### src/rtl/counter_seq_pkg.sv
// -----------------------------------------------------------------------------
// counter_seq_pkg
//   Shared types and constants for the counter sequencer slice.
//   - state_t     : sequencer FSM state (2-bit encoding)
//   - DIR_* /MODE_* : encodings of the cfg_dir / cfg_mode control bits
//   - cfg_t       : latched run configuration {init, term, dir, mode, div}
//   - CFG_RESET   : configuration loaded on reset
//   - is_busy()   : true while a run is in progress (RUN or PAUSE)
// -----------------------------------------------------------------------------
package counter_seq_pkg;

    // Field widths of cfg_t; counter_sequencer checks its parameters match.
    localparam int unsigned CNT_W = 4;
    localparam int unsigned PRE_W = 4;

    typedef enum logic [1:0] {
        StIdle  = 2'd0,
        StRun   = 2'd1,
        StPause = 2'd2,
        StDone  = 2'd3
    } state_t;

    localparam logic DIR_UP       = 1'b0;
    localparam logic DIR_DOWN     = 1'b1;
    localparam logic MODE_ONESHOT = 1'b0;
    localparam logic MODE_RELOAD  = 1'b1;

    typedef struct packed {
        logic [CNT_W-1:0] init;
        logic [CNT_W-1:0] term;
        logic             dir;
        logic             mode;
        logic [PRE_W-1:0] div;
    } cfg_t;

    localparam cfg_t CFG_RESET = '{
        init: {CNT_W{1'b0}},
        term: {CNT_W{1'b1}},
        dir:  DIR_UP,
        mode: MODE_ONESHOT,
        div:  {PRE_W{1'b0}}
    };

    function automatic logic is_busy(state_t s);
        return (s == StRun) || (s == StPause);
    endfunction

endpackage

### src/rtl/count_core.sv
// -----------------------------------------------------------------------------
// count_core
//   WIDTH-bit synchronous up/down counter. Load has priority over count.
//   Wraps modulo 2^WIDTH in both directions.
// Ports:
//   clk      : clock
//   rst      : synchronous active-low reset, clears count
//   load     : load load_val on the next edge
//   load_val : value to load
//   en       : step by one on the next edge (ignored while load is high)
//   dir      : 0 = up, 1 = down
//   count    : current counter value
// -----------------------------------------------------------------------------
module count_core #(
    parameter int unsigned WIDTH = 4
) (
    input  logic             clk,
    input  logic             rst,
    input  logic             load,
    input  logic [WIDTH-1:0] load_val,
    input  logic             en,
    input  logic             dir,
    output logic [WIDTH-1:0] count
);

    logic [WIDTH-1:0] count_q;
    logic [WIDTH-1:0] count_d;

    always_comb begin
        count_d = count_q;
        if (load) begin
            count_d = load_val;
        end else if (en) begin
            count_d = dir ? (count_q - WIDTH'(1)) : (count_q + WIDTH'(1));
        end
    end

    always_ff @(posedge clk) begin
        if (!rst) begin
            count_q <= '0;
        end else begin
            count_q <= count_d;
        end
    end

    assign count = count_q;

endmodule

### src/rtl/counter_sequencer.sv
// -----------------------------------------------------------------------------
// counter_sequencer
//   Run controller for a WIDTH-bit up/down counter: configuration registers,
//   prescaler, terminal-count detection, one-shot / auto-reload, done/ack.
// Ports:
//   clk       : clock
//   rst       : synchronous active-low reset
//   cfg_we    : write cfg_* fields (honoured in IDLE only, else cfg_err)
//   cfg_init  : value loaded into the counter at start / reload
//   cfg_term  : terminal count value
//   cfg_dir   : 0 = up, 1 = down
//   cfg_mode  : 0 = one-shot, 1 = auto-reload
//   cfg_div   : tick every cfg_div+1 clocks
//   start     : begin a run (IDLE only)
//   pause     : level, freezes count and prescaler during a run
//   stop      : abort to IDLE from any state
//   done_ack  : leave DONE
//   count     : counter value
//   busy      : RUN or PAUSE
//   tc        : one-cycle pulse on the terminal tick
//   done      : high while in DONE
//   cfg_err   : one-cycle pulse for cfg_we outside IDLE
// Priority within a cycle: rst > stop > pause > tick > start.
// -----------------------------------------------------------------------------
module counter_sequencer
    import counter_seq_pkg::*;
#(
    parameter int unsigned WIDTH = CNT_W,
    parameter int unsigned DIV_W = PRE_W
) (
    input  logic             clk,
    input  logic             rst,
    input  logic             cfg_we,
    input  logic [WIDTH-1:0] cfg_init,
    input  logic [WIDTH-1:0] cfg_term,
    input  logic             cfg_dir,
    input  logic             cfg_mode,
    input  logic [DIV_W-1:0] cfg_div,
    input  logic             start,
    input  logic             pause,
    input  logic             stop,
    input  logic             done_ack,
    output logic [WIDTH-1:0] count,
    output logic             busy,
    output logic             tc,
    output logic             done,
    output logic             cfg_err
);

    // cfg_t is sized by the package; the parameters must agree with it.
    if (WIDTH != CNT_W || DIV_W != PRE_W) begin : g_width_check
        $error("counter_sequencer: WIDTH/DIV_W must match counter_seq_pkg");
    end

    state_t           state_q, state_d;
    cfg_t             cfg_q, cfg_d;
    cfg_t             cfg_wr;
    logic [DIV_W-1:0] presc_q, presc_d;
    logic             tc_q, tc_d;
    logic             cfg_err_q, cfg_err_d;

    logic             core_load;
    logic [WIDTH-1:0] core_load_val;
    logic             core_en;

    logic             idle_wr;
    logic             tick;
    logic             at_term;

    // Configuration as presented on the inputs this cycle.
    always_comb begin
        cfg_wr      = CFG_RESET;
        cfg_wr.init = cfg_init;
        cfg_wr.term = cfg_term;
        cfg_wr.dir  = cfg_dir;
        cfg_wr.mode = cfg_mode;
        cfg_wr.div  = cfg_div;
    end

    assign idle_wr = cfg_we && (state_q == StIdle);
    assign at_term = (count == cfg_q.term);
    // stop and pause both suppress the tick in the cycle they are seen.
    assign tick    = (state_q == StRun) && !stop && !pause && (presc_q == cfg_q.div);

    // -------------------------------------------------------------------------
    // State register and datapath registers
    // -------------------------------------------------------------------------
    always_ff @(posedge clk) begin
        if (!rst) begin
            state_q   <= StIdle;
            cfg_q     <= CFG_RESET;
            presc_q   <= '0;
            tc_q      <= 1'b0;
            cfg_err_q <= 1'b0;
        end else begin
            state_q   <= state_d;
            cfg_q     <= cfg_d;
            presc_q   <= presc_d;
            tc_q      <= tc_d;
            cfg_err_q <= cfg_err_d;
        end
    end

    // -------------------------------------------------------------------------
    // Next-state logic
    // -------------------------------------------------------------------------
    always_comb begin
        state_d = state_q;
        if (stop) begin
            state_d = StIdle;
        end else begin
            unique case (state_q)
                StIdle: begin
                    if (start) state_d = StRun;
                end
                StRun: begin
                    if (pause) begin
                        state_d = StPause;
                    end else if (tick && at_term && (cfg_q.mode == MODE_ONESHOT)) begin
                        state_d = StDone;
                    end
                end
                StPause: begin
                    if (!pause) state_d = StRun;
                end
                StDone: begin
                    if (done_ack) state_d = StIdle;
                end
            endcase
        end
    end

    // -------------------------------------------------------------------------
    // Datapath controls and registered-output next values
    // -------------------------------------------------------------------------
    always_comb begin
        cfg_d         = idle_wr ? cfg_wr : cfg_q;
        cfg_err_d     = cfg_we && (state_q != StIdle);
        presc_d       = presc_q;
        tc_d          = 1'b0;
        core_load     = 1'b0;
        core_load_val = cfg_q.init;
        core_en       = 1'b0;

        if (stop) begin
            presc_d = '0;
        end else begin
            unique case (state_q)
                StIdle: begin
                    if (start) begin
                        // A same-cycle cfg write is visible to this start.
                        core_load     = 1'b1;
                        core_load_val = cfg_d.init;
                        presc_d       = '0;
                    end
                end
                StRun: begin
                    if (tick) begin
                        presc_d = '0;
                        if (at_term) begin
                            tc_d = 1'b1;
                            // One-shot holds count; reload restarts from init.
                            core_load = (cfg_q.mode == MODE_RELOAD);
                        end else begin
                            core_en = 1'b1;
                        end
                    end else if (!pause) begin
                        presc_d = presc_q + DIV_W'(1);
                    end
                end
                StPause, StDone: begin
                end
            endcase
        end
    end

    // -------------------------------------------------------------------------
    // Outputs
    // -------------------------------------------------------------------------
    always_comb begin
        busy    = is_busy(state_q);
        done    = (state_q == StDone);
        tc      = tc_q;
        cfg_err = cfg_err_q;
    end

    count_core #(
        .WIDTH(WIDTH)
    ) u_core (
        .clk      (clk),
        .rst      (rst),
        .load     (core_load),
        .load_val (core_load_val),
        .en       (core_en),
        .dir      (cfg_q.dir),
        .count    (count)
    );

endmodule

### config.mk
export PLATFORM = sky130hd
export DESIGN_NAME = counter_sequencer
export DESIGN_NICKNAME = d
export VERILOG_FILES = /design/src/rtl/counter_seq_pkg.sv /design/src/rtl/count_core.sv /design/src/rtl/counter_sequencer.sv
export SDC_FILE = /design/constraint.sdc
export NUM_CORES = 1
export LEC_CHECK = 0
export CAP_MARGIN = 20
export CORE_MARGIN = 2
export CORE_UTILIZATION = 45
export DETAILED_ROUTE_END_ITERATION = 10
export HOLD_SLACK_MARGIN = 0.05
export PLACE_DENSITY = 0.71
export SYNTH_ARGS = -nofsm -noshare
export SYNTH_HDL_FRONTEND = slang
export SYNTH_SLANG_ARGS = --single-unit
### constraint.sdc
create_clock -name clk -period 3.6 [get_ports clk]
set_input_delay 0.9 -clock clk [delete_from_list [all_inputs] [get_ports clk]]
set_output_delay 0.9 -clock clk [all_outputs]
set_load 0.1 [all_outputs]
Word level (Yosys, flattened, before mapping)
Index checks and enable logic that the tools add are counted.
{ "classes": {"n_bitwise": 4, "n_lt_le_gt_ge": 0, "n_eq_ne": 10, "reduce_logical": 18, "n_addsub": 3, "mul": 0, "n_div": 0, "n_mux": 27, "shifts": 0} }
{ "ops": {"columns": ["cell", "n"], "rows": [
  ["4-bit two-way mux", 9],
  ["14-bit two-way mux", 1],
  ["2-bit two-way mux", 5],
  ["1-bit two-way mux", 9],
  ["4-bit by 1-bit adder with 4-bit output (second input constant)", 2],
  ["4-bit equality test", 2],
  ["2-bit case mux with 4 select lines", 1],
  ["4-bit case mux with 2 select lines", 1],
  ["1-bit logical AND", 7],
  ["2-bit inequality test (second input constant)", 3],
  ["2-bit nonzero test", 3],
  ["2-bit equality test (second input constant)", 2],
  ["1-bit NOT", 4],
  ["4-bit AND reduction", 1],
  ["4-bit OR reduction", 1],
  ["4-bit by 1-bit subtractor with 4-bit output (second input constant)", 1],
  ["3-bit by 2-bit inequality test with 1-bit output (second input constant)", 1],
  ["3-bit inequality test (second input constant)", 1],
  ["3-bit AND reduction", 1],
  ["2-bit by 1-bit equality test with 1-bit output (second input constant)", 1],
  ["1-bit logical NOT", 2],
  ["2-bit logical NOT", 1],
  ["1-bit case mux with 2 select lines", 1],
  ["2-bit OR reduction", 1],
  ["1-bit logical OR", 1]
]} }
{ "totals": {"elab_cells": 72, "reg_bits": 26, "romBits": 0, "out_inout_bits": 8, "latchBits": 0, "in_bits": 21, "mem_count": 0, "ramBits": 0} }

Logic depth before layout (Yosys ltp)
Gate-level depths: netlist (run 1).
{ "depth": {"ltp_word": 9, "mapped_depth": 9, "depth_no_buf": 7} }

Cells and area by module
A second synthesis (run 1) with hierarchy kept.
{ "hier_totals": {"cells_unflattened": 172, "area_unflattened_um2": 1490.2} }
{ "modules_own_cells": {"columns": ["mod", "seq_area_each_um2", "instances", "cells_per_inst", "area_each_um2"], "rows": [
  ["counter_sequencer", 440.4, 1, 138, 1187.4],
  ["count_core", 80.1, 1, 34, 302.8]
]} }

Worst setup path after synthesis (run 1)
OpenSTA, ideal clock, no wires.
{ "synth_timing": {"path_type": "in2reg", "from": "input port pause", "to": "register u_core.count_q[2] (netlist: u_core.count[2])", "setup_time_ps": 122, "stages": 7, "path_slack_ps": 960, "t_arrival_ps": 2518, "required_time_ps": 3478, "path_buffers": 2, "cell_sequence": "nand2b_1 or3_1 buf_2 or4_4 buf_6 and3_1 o311a_1"} }
{ "synth_via": {"elab_chain_cells": 7, "elab_cells_between_ends": 11, "classes_between": "mux (7); reduce/logical (4)"} }
{ "synth_lines": {"columns": ["item", "line", "rtl"], "rows": [
  ["start: declaration", "counter_sequencer.sv:40", "input logic pause,"],
  ["1-bit logical NOT *", null, null],
  ["1-bit logical AND * (2 in a row)", "counter_sequencer.sv:83", "assign tick = (state_q == StRun) && !stop && !pause && (presc_q == cfg_q.div);"],
  ["1-bit two-way mux", "counter_sequencer.sv:158", "if (tick) begin"],
  ["1-bit case mux with 2 select lines / 1-bit two-way mux (equally long branches)", "counter_sequencer.sv:148", "unique case (state_q)"],
  ["1-bit two-way mux", "counter_sequencer.sv:145", "if (stop) begin"],
  ["4-bit two-way mux / 2-bit nonzero test (equally long branches)", null, null],
  ["end signal: assignment", "count_core.sv:42", "count_q <= count_d;"],
  ["end: declaration", "count_core.sv:26", "logic [WIDTH-1:0] count_q;"]
]} }
Every way passes the cells marked *; elsewhere a longest branch is shown, timed or not.
A chain may end at the register's enable or synchronous reset.

Worst setup path after layout (run 1)
Same ends and word-level chain as after synthesis.

==> results by group, run 1 <==
Routing
  – Avg Vias per Cell: roughly 5.4
  – DR pass1 iterations: 4
  – Via count: between 1000 and 1500
  – Iter 0 DRT Violations: 60
  – Drt total wl: about 3.2 mm
  – Remaining DRCs: 0
  – Post-route ant nets: 0
  – Wire per inst: roughly 13 um

Timing
  – Final setup fails: 0
  – Worst slew pin tran: 0.967 ns
  – Tcrit/Tclk final: 79.4%
  – Setup TNS: 0 ns
  – Setup Skew: about 0.0036 ns
  – Fmax: ~350 MHz
  – Final worst path period need: approximately 2.9 ns
  – RSZ-0062 raised after global routing: no
  – Slew Limit Fails: 0
  – Final hold violation count: 0
  – Slew Limit Headroom: a little over a third

Clock network
  – Resized Gates After CTS: 0
  – Hold-fix buffers, CTS: 0
  – # H-tree levels: 1
  – Root Buffer: clkbuf_4
  – Clk slew on worst S/H paths: about 0.15 ns
  – Clock sinks: 26
  – TritonCTS Buffers: 3
  – CTS tree: built
  – Max Root-Sink Buffers: 2
  – Setup Buffers After CTS: 0
  – Clk_lat worst skew: between 0.3 and 0.4 ns

Critical path
  – Worst-path fanout max: 8
  – Crit Path Category: in2reg
  – FF-to-FF End: u_core.count[2]
  – RR Startpoint: state_q[1]
  – WP data arrival: between 3 and 4 ns
  – Kind of end point of the critical path: flip-flop
  – WP data required: 3.84 ns
  – Reg2reg setup slack: 1.13 ns
  – Worst R2R Path Depth: 7
  – Crit start category: input port

Global route
  – Met1 Use GR: between 20 and 25%
  – Vias in the first global route: roughly 1200
  – First-pass GRT wire length: 5.45 mm
  – Largest net degree at the start of global routing: 16
  – Routing usage on met3: 5.12%
  – Gr ovfl total: 0
  – Global routing usage on met2: 34.1%
  – Most used routing layer: met2
  – GR Util All Layers: 19.4%
  – Initial antenna violation count: 0

Synth
  – Synth cell count leaders: nand2_1, dfxtp_1, a21oi_1
  – Mapped Avg Cell Area: between 8 and 9 um2
  – Leading area contributor after synthesis: dfxtp_1
  – Top cells by area, synth: dfxtp_1, nand2_1, ha_1, xnor2_1, a21oi_1
  – Ys async rst share: 0%
  – Post-synth cell types: 38
  – Synthesized instance count: 174
  – Top-area cell type share of the netlist area: 36.1%
  – Most used DFF post-synth: dfxtp_1
  – Syn nets: around 200
  – Syn. warnings: 0
  – Mapped Area: 0.00144 mm2
  – Post-synthesis register bit count: 26
  – Number of synthesized flops with an enable pin: 0
  – Top-count cell post-synth: nand2_1
  – Register area share after synthesis: a little over a third

Layout
  – Share of cells above drive strength 1: 7.00%
  – Area growth, synth to finish: 23.9%
  – Filler cells: between 300 and 400
  – Fin util: between 50 and 60%
  – Design area: ~0.0018 mm2
  – Nets: about 230
  – ANT cells: 0

Floorplanning
  – Number of core rows: 20
  – IO Count: 29
  – Die footprint: 0.00367 mm2
  – Die height: 60.6 um
  – Initial Util: 47.3%
  – Chip width: between 60 and 70 um
  – CORE AREA: a little over 0.003 mm2

Placed design
  – Post-detail-place hpwl: 2.51 mm
  – IO Port Bufs: 28
  – Placed Area: 0.00174 mm2
  – Gp weighted congestion: slightly above 0.8

Status
  – Outcome: completed

Min path
  – Worst hold start: cfg_q[12]
  – Hold endpoint: cfg_q[12]
  – Hold depth: 2
  – Hold Path Class: reg2reg

Pwr
  – Power per cell area: 382 mW/mm2
  – Power Total: 0.000683 W
  – Max VDD drop: between 0.2 and 0.25 mV
  – Leakage power figure: 0.713 nW

Run
  – Maxcap violations: 0
==> metrics by stage <==
| stage | cells | hold slack, ns | setup WS [ns] |
|---|---|---|---|
| 4_1_cts | 244 | 0.472 | 0.770 |
| 3_5_place_dp | 240 | 0.453 | 0.417 |
| 6_report | 244 | 0.468 | 0.740 |
| 3_3_place_gp | 240 | 0.447 | 0.471 |
| 2_1_floorplan | 174 | 0.436 | 0.960 |
| 5_1_grt | 244 | 0.492 | 0.674 |
==> where the power goes <==
group / leakage [nW] / internal (W) / switching (W)
sequential: 0.213 / 0.000304 / 0.0000148
clock: 0.0279 / 0.000113 / 0.0000913
combinational: 0.472 / 0.0000652 / 0.0000958
==> registers in the layout (all words and copies together) (netlist names) <==
signal        cells
cfg_err           1
u_core.count      4
tc                1
state_q           2
cfg_q            14
presc_q           4
==> critical path, cell delays in order <==
cell and delay (ns):
clkdlybuf4s50_1 0.50, nand2b_1 0.20, or3_1 0.42, or4_4 0.60
and3_1 0.20, o311a_1 0.28
==> cell usage in the layout (no fill, tap or decap), drive strengths merged, types with 3 or more instances in the layout <==
master / netlist / final
a21oi: 14 / 14
dfxtp: 26 / 26
nor2: 5 / 5
and3: 6 / 6
xnor2: 11 / 11
buf: 2 / 7
clkdlybuf4s50: 0 / 22
or3: 3 / 3
ha: 8 / 8
nand2: 37 / 37
clkbuf: 5 / 3
nand4: 3 / 3
a221oi: 5 / 5
o21ai: 4 / 4
nand3: 6 / 6
inv: 7 / 7
==> kinds of logic after synthesis <==
kind of cell    count (synthesis)  synth area share [%]
fa+ha+maj                       9                  8.33
flops                          26                  36.1
xor+xnor                       13                  7.89
mux                             3                  2.17
buf+inv                        14                  4.25
simple gates                   75                  25.6
compound gates                 34                  15.7
==> layer usage <==
metal	vias up	wire length (um)
li1	669	-
met1	610	1530
met2	28	1560
met3	0	139
met4	0	0
met5	-	0
==> area by class of cell <==
type	instances	area, um2	share of cell area (%)
Clock inverter	1	30.0	1.68
Clock buffer	3	22.5	1.26
Multi-Input combinational cell	134	861	48.1
Sequential cell	26	520	29.1
Tap cell	44	55.1	3.08
Timing Repair Buffer	29	273	15.3
Inverter	7	26.3	1.47
==> worst max-delay path by stage <==
stage,from,endpoint,slack [ns],cells past startpoint
floorplan,pause,u_core.count[2],0.96,7
global placement,pause,u_core.count[2],0.47,6
detailed placement,pause,u_core.count[2],0.42,6
CTS,pause,u_core.count[2],0.77,6
global route,pause,u_core.count[0],0.67,6
finish,pause,u_core.count[2],0.74,6
Power figures use the tool's default switching activity.
==> inputs of run 2 (changes only) <==
--- a/config.mk
+++ b/config.mk
@@ -10,7 +10,7 @@
 export CORE_UTILIZATION = 45
 export DETAILED_ROUTE_END_ITERATION = 10
 export HOLD_SLACK_MARGIN = 0.05
-export PLACE_DENSITY = 0.71
+export PLACE_DENSITY = 0.74
 export SYNTH_ARGS = -nofsm -noshare
 export SYNTH_HDL_FRONTEND = slang
 export SYNTH_SLANG_ARGS = --single-unit
==> constraint.sdc (replaced) <==
create_clock -name clk -period 2.4 [get_ports clk]
set_input_delay 0.6 -clock clk [delete_from_list [all_inputs] [get_ports clk]]
set_output_delay 0.6 -clock clk [all_outputs]
set_load 0.1 [all_outputs]
==> run 2 against run 1 <==
  * Clock skew grew 0.0031 ns
  * Sequential cell count is the same
  * Critical path depth shrank 1
  * Critical path type unchanged
  * Wire length rose by 12%
  * Final area grew 5.1%
  * Sequential share of layout area down 0.88 points
  * Global-route usage up 1.1 points
  * Register-to-register slack lost 1.0 ns
  * Power rose by 37%
  * Non-clock buffer count rose by 10
  * Final cell count grew 3.7%
  * Utilization is 3.0 points higher
==> results by group, run 2 (synthesis gave the netlist of run 1 again) <==
Floorplanning
  – Die footprint: 0.00367 mm2
  – Chip width: 60.6 um
  – Die height: between 60 and 70 um
  – IO Count: 29
  – Initial Util: between 40% and 50%
  – Number of core rows: 20
  – CORE AREA: approximately 0.0031 mm2

Timing
  – RSZ-0062 raised after global routing: no
  – Worst slew pin tran: 0.416 ns
  – Setup Skew: between 0.006 and 0.007 ns
  – Tcrit/Tclk final: a little over nine tenths
  – Slew Limit Fails: 0
  – Final setup fails: 0
  – Fmax: around 430 MHz
  – Final hold violation count: 0
  – Slew Limit Headroom: between 70% and 80%
  – Final worst path period need: 2.33 ns

Placed design
  – IO Port Bufs: 28
  – Gp weighted congestion: a little over 0.8
  – # placed instances: 250
  – Post-detail-place hpwl: 2.83 mm

Layout
  – Final non-filler cell total: ~250
  – Most flops, register: cfg_q
  – Share of cells above drive strength 1: between 10% and 20%
  – Filler cells: 294
  – ANT cells: 0
  – Fin util: between 60% and 70%
  – Largest register FFs: 14
  – Area growth, synth to finish: 30.3%
  – Nets: between 200 and 250
  – Most frequent cells in the layout: nand2_1, dfxtp_1, clkdlybuf4s50_1, buf_4, a21oi_1
  – Most common cell after layout, fill and taps aside: nand2_1

Critical path
  – Kind of end point of the critical path: flip-flop
  – RR Startpoint: state_q[0]
  – Crit path from: stop
  – WP data arrival: between 2 and 3 ns
  – Crit start category: input port
  – Crit Path Category: in2reg
  – Reg2reg setup slack: between 0.1 and 0.15 ns
  – Worst R2R Path Depth: 7
  – Termination of the worst setup path: u_core.count[2]
  – FF-to-FF End: u_core.count[2]
  – WP data required: 2.62 ns
  – Worst-path fanout max: 8

Routing
  – Remaining DRCs: 0
  – Via count: 1403
  – Iter 0 DRT Violations: 55
  – Avg Vias per Cell: between 5 and 6
  – Post-route ant nets: 0
  – DR pass1 iterations: 6
  – Drt total wl: roughly 3.6 mm
  – Wire per inst: between 10 and 15 um

Run
  – Maxcap violations: 0

Global route
  – Largest net degree at the start of global routing: 19
  – GR Util All Layers: 20.5%
  – First-pass GRT wire length: between 5 and 6 mm
  – Vias in the first global route: between 1000 and 1500
  – Initial antenna violation count: 0
  – Gr ovfl total: 0

Clock network
  – Root Buffer: clkbuf_4
  – Setup Buffers After CTS: 0
  – Clk slew on worst S/H paths: ~0.14 ns
  – # H-tree levels: 1
  – Max Root-Sink Buffers: 2
  – Clk_lat worst skew: approximately 0.32 ns
  – CTS tree: built
  – TritonCTS Buffers: 3
  – Clock sinks: 26

Pwr
  – Leakage power figure: between 0.7 and 0.8 nW
  – Power per cell area: approximately 500 mW/mm2
  – Max VDD drop: 0.255 mV

Status
  – Outcome: completed

Min path
  – Worst hold start: cfg_q[10]
  – Hold Path Class: reg2reg
## run 2: worst min-delay path by stage
stage                            to  slack [ns]  cells past startpoint
final                     cfg_q[10]        0.47                      2
after global routing      cfg_q[10]        0.49                      2
after CTS                 cfg_q[10]        0.47                      2
after detailed placement  cfg_q[10]        0.45                      2
after global placement    cfg_q[12]        0.44                      2
after floorplan           cfg_q[12]        0.44                      2
## run 2: per-layer routing
metal	GRT usage (%)	up-vias	part of all wire [%]	wire length, um
li1	-	683	-	-
met1	26.9	667	45	1640
met2	35.6	49	49	1760
met3	1.92	4	5.0	182
met4	6.52	0	0.94	34
met5	0	-	0	0
## run 2: what timing repair did
action,CTS,global route
hold buffers,0,0
cloned,0,0
setup endpoints to repair,3,3
pin swaps,0,1
gates resized for setup,1,10
## run 2: final cells by class
class / instances / area (um2) / area share [%]
flip-flops and latches: 26 / 531 / 28.2
clock buffers: 3 / 22.5 / 1.20
repair buffers: 39 / 355 / 18.9
well taps: 44 / 55.1 / 2.93
inverters: 7 / 26.3 / 1.40
multi-input cells: 134 / 890 / 47.3
## run 2: worst max-delay path: stages
cell and delay (ns):
clkdlybuf4s50_1 0.45, or3b_4 0.42, or4_4 0.58, and3_1 0.20, o311a_1 0.30
## run 2: power breakdown
group          leakage (nW)  internal (W)  switching (W)
clock network        0.0138     0.0000588       0.000128
logic                 0.527      0.000116       0.000154
registers             0.216      0.000456      0.0000242
total                 0.756      0.000631       0.000306
## run 2: per-stage QoR
stage / power [W] / setup WS (ns) / hold slack, ns / setup TNS (ns) / instance area [um2]
floorplan: 0.000652 / 0.0580 / 0.436 / 0 / 1450
global placement: 0.000741 / -0.251 / 0.445 / -0.913 / 1820
detailed placement: 0.000751 / -0.317 / 0.452 / -1.34 / 1820
CTS: 0.000932 / 0.0173 / 0.470 / 0 / 1850
global route: 0.000971 / 0.0515 / 0.490 / 0 / 1880
finish: 0.000937 / 0.0726 / 0.473 / 0 / 1880
==> inputs of run 3 (changes only) <==
--- a/config.mk
+++ b/config.mk
@@ -8,6 +8,7 @@
 export CAP_MARGIN = 20
 export CORE_MARGIN = 2
 export CORE_UTILIZATION = 45
+export CTS_CLUSTER_SIZE = 12
 export DETAILED_ROUTE_END_ITERATION = 10
 export HOLD_SLACK_MARGIN = 0.05
 export PLACE_DENSITY = 0.74
==> results of run 3 <==
No change in the layout: final DEF, timing and power equal those of run 2.
